$ cat src/rtl/lfsr_frame_seq.sv
// lfsr_frame_seq: drives an external XNOR lfsr_wrapper and frames its output
// into lines and frames on a valid/ready stream, with optional inter-line gaps
// and optional per-line seed reload.
module lfsr_frame_seq #(
  parameter int DW  = 8,
  parameter int HW  = 16,
  parameter int VW  = 16,
  parameter int GAP = 4
) (
  input  logic          i_sysclk,
  input  logic          i_arstn,
  input  logic          i_start,
  input  logic          i_abort,
  input  logic [DW-1:0] i_seed,
  input  logic [HW-1:0] i_hsize,
  input  logic [VW-1:0] i_vsize,
  input  logic          i_seed_per_line,
  output logic          o_lfsr_load,
  output logic          o_lfsr_en,
  output logic [DW-1:0] o_lfsr_seed,
  input  logic [DW-1:0] i_lfsr,
  output logic          o_tvalid,
  output logic [DW-1:0] o_tdata,
  output logic          o_tlast,
  output logic          o_tuser,
  input  logic          i_tready,
  output logic          o_busy,
  output logic          o_done
);

  typedef enum logic [2:0] {
    S_IDLE,
    S_LOAD,
    S_ACTIVE,
    S_GAP,
    S_DONE
  } state_t;

  // Gap counter only needs to reach GAP-1; keep at least one bit so GAP=0/1 elaborate.
  localparam int GW = (GAP > 1) ? $clog2(GAP) : 1;
  localparam logic [GW-1:0] GAP_LAST = GW'((GAP > 0) ? GAP - 1 : 0);

  state_t        state, state_next;
  logic [HW-1:0] hcnt, hcnt_next;
  logic [VW-1:0] vcnt, vcnt_next;
  logic [GW-1:0] gcnt, gcnt_next;
  logic [HW-1:0] hsize_cfg, hsize_cfg_next;
  logic [VW-1:0] vsize_cfg, vsize_cfg_next;
  logic [DW-1:0] seed_cfg, seed_cfg_next;
  logic          per_line_cfg, per_line_cfg_next;

  logic accept;
  logic h_last;
  logic v_last;

  // Latched sizes are never zero while framing, so the -1 cannot wrap.
  assign h_last = (hcnt == hsize_cfg - HW'(1));
  assign v_last = (vcnt == vsize_cfg - VW'(1));
  assign accept = o_tvalid & i_tready;

  // State, counter and latched-configuration registers
  always_ff @(posedge i_sysclk or negedge i_arstn) begin
    if (!i_arstn) begin
      state        <= S_IDLE;
      hcnt         <= '0;
      vcnt         <= '0;
      gcnt         <= '0;
      hsize_cfg    <= '0;
      vsize_cfg    <= '0;
      seed_cfg     <= '0;
      per_line_cfg <= 1'b0;
    end else begin
      state        <= state_next;
      hcnt         <= hcnt_next;
      vcnt         <= vcnt_next;
      gcnt         <= gcnt_next;
      hsize_cfg    <= hsize_cfg_next;
      vsize_cfg    <= vsize_cfg_next;
      seed_cfg     <= seed_cfg_next;
      per_line_cfg <= per_line_cfg_next;
    end
  end

  // Next state and counter updates; abort overrides every state
  always_comb begin
    state_next        = state;
    hcnt_next         = hcnt;
    vcnt_next         = vcnt;
    gcnt_next         = gcnt;
    hsize_cfg_next    = hsize_cfg;
    vsize_cfg_next    = vsize_cfg;
    seed_cfg_next     = seed_cfg;
    per_line_cfg_next = per_line_cfg;

    if (i_abort) begin
      state_next = S_IDLE;
      hcnt_next  = '0;
      vcnt_next  = '0;
      gcnt_next  = '0;
    end else begin
      case (state)
        S_IDLE: begin
          if (i_start && (i_hsize != '0) && (i_vsize != '0)) begin
            hsize_cfg_next    = i_hsize;
            vsize_cfg_next    = i_vsize;
            // All ones locks up an XNOR LFSR, so it is swapped for all zeros.
            seed_cfg_next     = (&i_seed) ? '0 : i_seed;
            per_line_cfg_next = i_seed_per_line;
            state_next        = S_LOAD;
          end
        end
        S_LOAD: begin
          state_next = S_ACTIVE;
        end
        S_ACTIVE: begin
          if (accept) begin
            if (h_last) begin
              hcnt_next = '0;
              if (v_last) begin
                vcnt_next  = '0;
                state_next = S_DONE;
              end else begin
                vcnt_next = vcnt + VW'(1);
                if (GAP > 0)           state_next = S_GAP;
                else if (per_line_cfg) state_next = S_LOAD;
                else                   state_next = S_ACTIVE;
              end
            end else begin
              hcnt_next = hcnt + HW'(1);
            end
          end
        end
        S_GAP: begin
          if (gcnt == GAP_LAST) begin
            gcnt_next  = '0;
            state_next = per_line_cfg ? S_LOAD : S_ACTIVE;
          end else begin
            gcnt_next = gcnt + GW'(1);
          end
        end
        S_DONE: begin
          state_next = S_IDLE;
        end
        default: begin
          state_next = S_IDLE;
        end
      endcase
    end
  end

  // Moore-style stream/control outputs; LFSR enable follows the handshake
  always_comb begin
    o_tvalid    = (state == S_ACTIVE);
    o_tdata     = o_tvalid ? i_lfsr : '0;
    o_tlast     = o_tvalid && h_last;
    o_tuser     = o_tvalid && (hcnt == '0) && (vcnt == '0);
    o_lfsr_en   = o_tvalid & i_tready;
    o_lfsr_load = (state == S_LOAD);
    o_lfsr_seed = seed_cfg;
    o_busy      = (state != S_IDLE);
    o_done      = (state == S_DONE);
  end

endmodule

$ cat config.mk
export PLATFORM = sky130hd
export DESIGN_NAME = lfsr_frame_seq
export DESIGN_NICKNAME = d
export VERILOG_FILES = /design/src/rtl/lfsr_frame_seq.sv
export SDC_FILE = /design/constraint.sdc
export NUM_CORES = 1
export LEC_CHECK = 0
export CAP_MARGIN = 20
export CORE_MARGIN = 2
export CORE_UTILIZATION = 50
export CTS_BUF_LIST = sky130_fd_sc_hd__clkbuf_16
export CTS_CLUSTER_DIAMETER = 80
export DETAILED_ROUTE_END_ITERATION = 16
export GPL_TIMING_DRIVEN = 0
export PLACE_DENSITY_LB_ADDON = 0.25
export SLEW_MARGIN = 20
export SYNTH_ARGS = -nofsm -noshare
export SYNTH_HDL_FRONTEND = slang
export SYNTH_SLANG_ARGS = --single-unit
$ cat constraint.sdc
create_clock -name i_sysclk -period 3.45 [get_ports i_sysclk]
set_clock_uncertainty 0.05 [all_clocks]
set_input_delay 0.5175 -clock i_sysclk [delete_from_list [all_inputs] [get_ports i_sysclk]]
set_output_delay 0.5175 -clock i_sysclk [all_outputs]
set_load 0.01 [all_outputs]
==> results.md <==
* Hold-fix buffers, CTS at 0
* TritonCTS clock tree: yes
* Die X at 105 µm
* Placed Instance Area at 6040 µm²
* Yosys warns at 0
* Measured slew at the worst slew-check pin at just under 700 ps
* Setup total negative slack at 0 ps
* Largest net degree at the start of global routing at 59
* Commonest register cell after synthesis: sky130_fd_sc_hd__dfrtp_1
* DR vias at roughly 4500
* Antenna violations before repair at 0
* Routed len/inst at 16.8 µm
* Library cell used as clock root buffer: sky130_fd_sc_hd__clkbuf_16
* Synth-to-Final Area Change at 27.3%
* Sequential-to-total area share from yosys stat at a little under two fifths
* Register area at between 1500 and 2000 µm²
* Largest area contributor in the synthesized netlist: sky130_fd_sc_hd__dfrtp_1
* Post-Place Setup Slack at -462 ps
* Final instance area at 6470 µm²
* Slowest Stage Delay on Critical Path at roughly 570 ps
* Synth top area cells: sky130_fd_sc_hd__dfrtp_1 (38%), sky130_fd_sc_hd__mux2_2 (7.7%), sky130_fd_sc_hd__nand2_1 (4.1%)
* Worst setup slack after layout at 21.8 ps
* Fraction of final layout cells sized beyond drive strength 1 at 14.9%
* Number of buffers added by the clock tree synthesis step at 9
* Synth top area share at 38.4%
* Crit path max fanout at 7
* GRT Resource Usage Total at roughly a quarter
* Clk slew on worst S/H paths at 60 ps
* Routability congestion estimate from global placement at between 0.9 and 1
* Register bit count reported by yosys at 78
* Fin crit share at between 90% and 100%
* Dominant cell by count in the synthesized netlist: sky130_fd_sc_hd__dfrtp_1
* Worst setup path category: reg2out
* Latest clock arrival within the worst-skew pair at 340 ps
* Combined area of the multi-input logic cells at 3030 µm²
* Vias in the first global route at 4608
* Crit path required time at 2880 ps
* Ranking of synthesized cells by instance count: sky130_fd_sc_hd__dfrtp_1 (78), sky130_fd_sc_hd__nand2_1 (56), sky130_fd_sc_hd__mux2_2 (35), sky130_fd_sc_hd__nor2_1 (35)
* Crit path max-delay family: simple AND/OR/NAND/NOR gates
* Core occupancy in the finished layout at 65.9%
* Final count of negative-setup-slack endpoints at 0
* CP max-delay cell: sky130_fd_sc_hd__or4_4
* Max-cap check violation count at 0
* Number of detailed-routing iterations run before antenna repair at 5
* Number of DRC markers after the initial detailed-route iteration at 209
* Overall die height at between 100 and 150 µm
* Endpoint arrival time on the critical path at 2860 ps
* Netlist Area Pre-Place at between 5000 and 6000 µm²
* Unrepaired setup endpoints after global routing: yes
* Outcome: completed
* Number of enable-type register cells in the synthesized netlist at 0
* Final ANT Viol Nets at 0
* Buf+Inv Stages, Crit Path at 2
* Drc violations at 0
* Post-synthesis cell type count at 66
* Maximum operating frequency at 292 MHz
* Worst setup EP type: output port
* Cell count after synthesis at 555
* Min-Delay Path Class: in2async
* Overflow left after global routing at 0
* VDD IR max at 272 µV
* Starting utilization of the core area at 51.8%
* Antenna Diode Count at 0
* Synth async-reset ratio at 100%
* Die area at between 10000 and 15000 µm²
* NumNets Final at roughly 710
* Total leakage power at approximately 2.5 nW
* Critical path, cell by cell: inv_2 -> ha_4 -> nor4b_4 -> a21oi_2 -> a221o_1 -> or4_4 -> nor2_2 -> and4b_1 -> buf_2
* Synthesized area per cell at approximately 9.2 µm²
* Clock Path Buffers at 2
* Post-detailed-route via-to-cell ratio at ~5.8
* Ports placed on the boundary at just under 80
* Clock Sink Count at 78
* Number of nets produced by synthesis at around 600
* Normalized max-slew margin at 55.1%
* Wirelength, routed at 13.2 mm
* Filler Cell Count at 848
* Standard-cell row count at 36
* Pwr Density at 498 nW/µm²
* Final hold violation count at 0
* Type of element launching the critical path: flip-flop
* Count of input and output buffers at 76
* Minimum clock period at approximately 3400 ps
* Wire length of the first global-routing pass at roughly 22 mm
* Half-perimeter wire length after detailed placement at 10.0 mm
* Pins Over Slew Limit at 0
* # H-tree levels at 3
* Area of the core at between 9000 and 10000 µm²
repair_timing:
item	in CTS	in global routing
pin swaps	3	6
resized for setup	10	16
setup buffers	1	5
gates cloned	0	0
hold endpoints to repair	0	0
setup endpoints to repair	29	26
per-layer routing:
layer,part of all wire (%),vias up,GRT usage [%]
met3,5.3,18,4.05
li1,-,2208,-
met4,1.4,0,9.43
met1,43,2186,31.6
met5,0,-,0
met2,50,114,42.9
area by class of cell:
cell class                      count  area share, %
Buffer                             26           1.68
Clock buffer                        9           3.48
Clock inverter                      5           1.20
Inverter                           21           1.22
Multi-Input combinational cell    428           46.9
Sequential cell                    78           30.2
Tap cell                          133           2.57
Timing Repair Buffer               83           12.8
cells in the final DEF (no fill, tap or decap), drive strengths merged, types with 18 or more instances in the layout:
cell type and count:
dfrtp 78, clkdlybuf4s50 74, nand2 56, nor2 36, mux2 35, clkbuf 27
xnor2 23, nor4 23, xor2 22, inv 22, a21oi 19, nor3 19
o21ai 19, nand3 18
final timing paths:
path                       cells past startpoint                  startpoint                    endpoint  slack (ps)
max                                            9    hsize_cfg[0]$_DFFE_PN0P_                     o_tlast          20
min                                            1                     i_arstn         hcnt[4]$_DFFE_PN0P_          10
max reg2reg                                   10    hsize_cfg[0]$_DFFE_PN0P_         vcnt[6]$_DFFE_PN0P_         110
min reg2reg                                    2  o_lfsr_seed[7]$_DFFE_PN0P_  o_lfsr_seed[7]$_DFFE_PN0P_         430
max in group asynchronous                      2                     i_arstn   hsize_cfg[10]$_DFFE_PN0P_        2760
min in group i_sysclk                          2  o_lfsr_seed[7]$_DFFE_PN0P_  o_lfsr_seed[7]$_DFFE_PN0P_         430
logic make-up after synthesis:
logic type	synth area share [%]
mux	9.72
compound gates	11.1
fa+ha+maj	1.72
simple gates	27.3
buf+inv	3.84
flops	38.4
xor+xnor	7.90
worst reg2reg max path, cell delays in order (launching register included):
cell and delay [ps]:
sky130_fd_sc_hd__dfrtp_2 450, sky130_fd_sc_hd__inv_2 80, sky130_fd_sc_hd__ha_4 130, sky130_fd_sc_hd__nor4b_4 420
sky130_fd_sc_hd__a21oi_2 110, sky130_fd_sc_hd__a221o_1 300, sky130_fd_sc_hd__or4_4 570, sky130_fd_sc_hd__nor4b_4 460
sky130_fd_sc_hd__nor2_2 210, sky130_fd_sc_hd__nor3_4 330, sky130_fd_sc_hd__o2bb2ai_1 160
registers in the layout, summed over array words and instances (netlist names):
signal,count
o_lfsr_seed,8
per_line_cfg,1
state,3
hcnt,16
gcnt,2
vcnt,16
vsize_cfg,16
hsize_cfg,16
metrics by stage:
step | total power [mW] | hold slack, ps | std cells
5_1_grt | 3.40 | 44.3 | 783
6_report | 3.22 | 14.0 | 783
3_3_place_gp | 2.12 | 416 | 764
4_1_cts | 3.18 | 25.7 | 780
2_1_floorplan | 1.83 | 172 | 555
3_5_place_dp | 2.17 | 384 | 765
power breakdown:
part           internal (mW)  switching (mW)  total [mW]
logic                  0.499           0.482       0.981
clock network          0.622           0.372       0.994
registers               1.06           0.187        1.25
No activity file was read; power rests on OpenSTA's default activity.
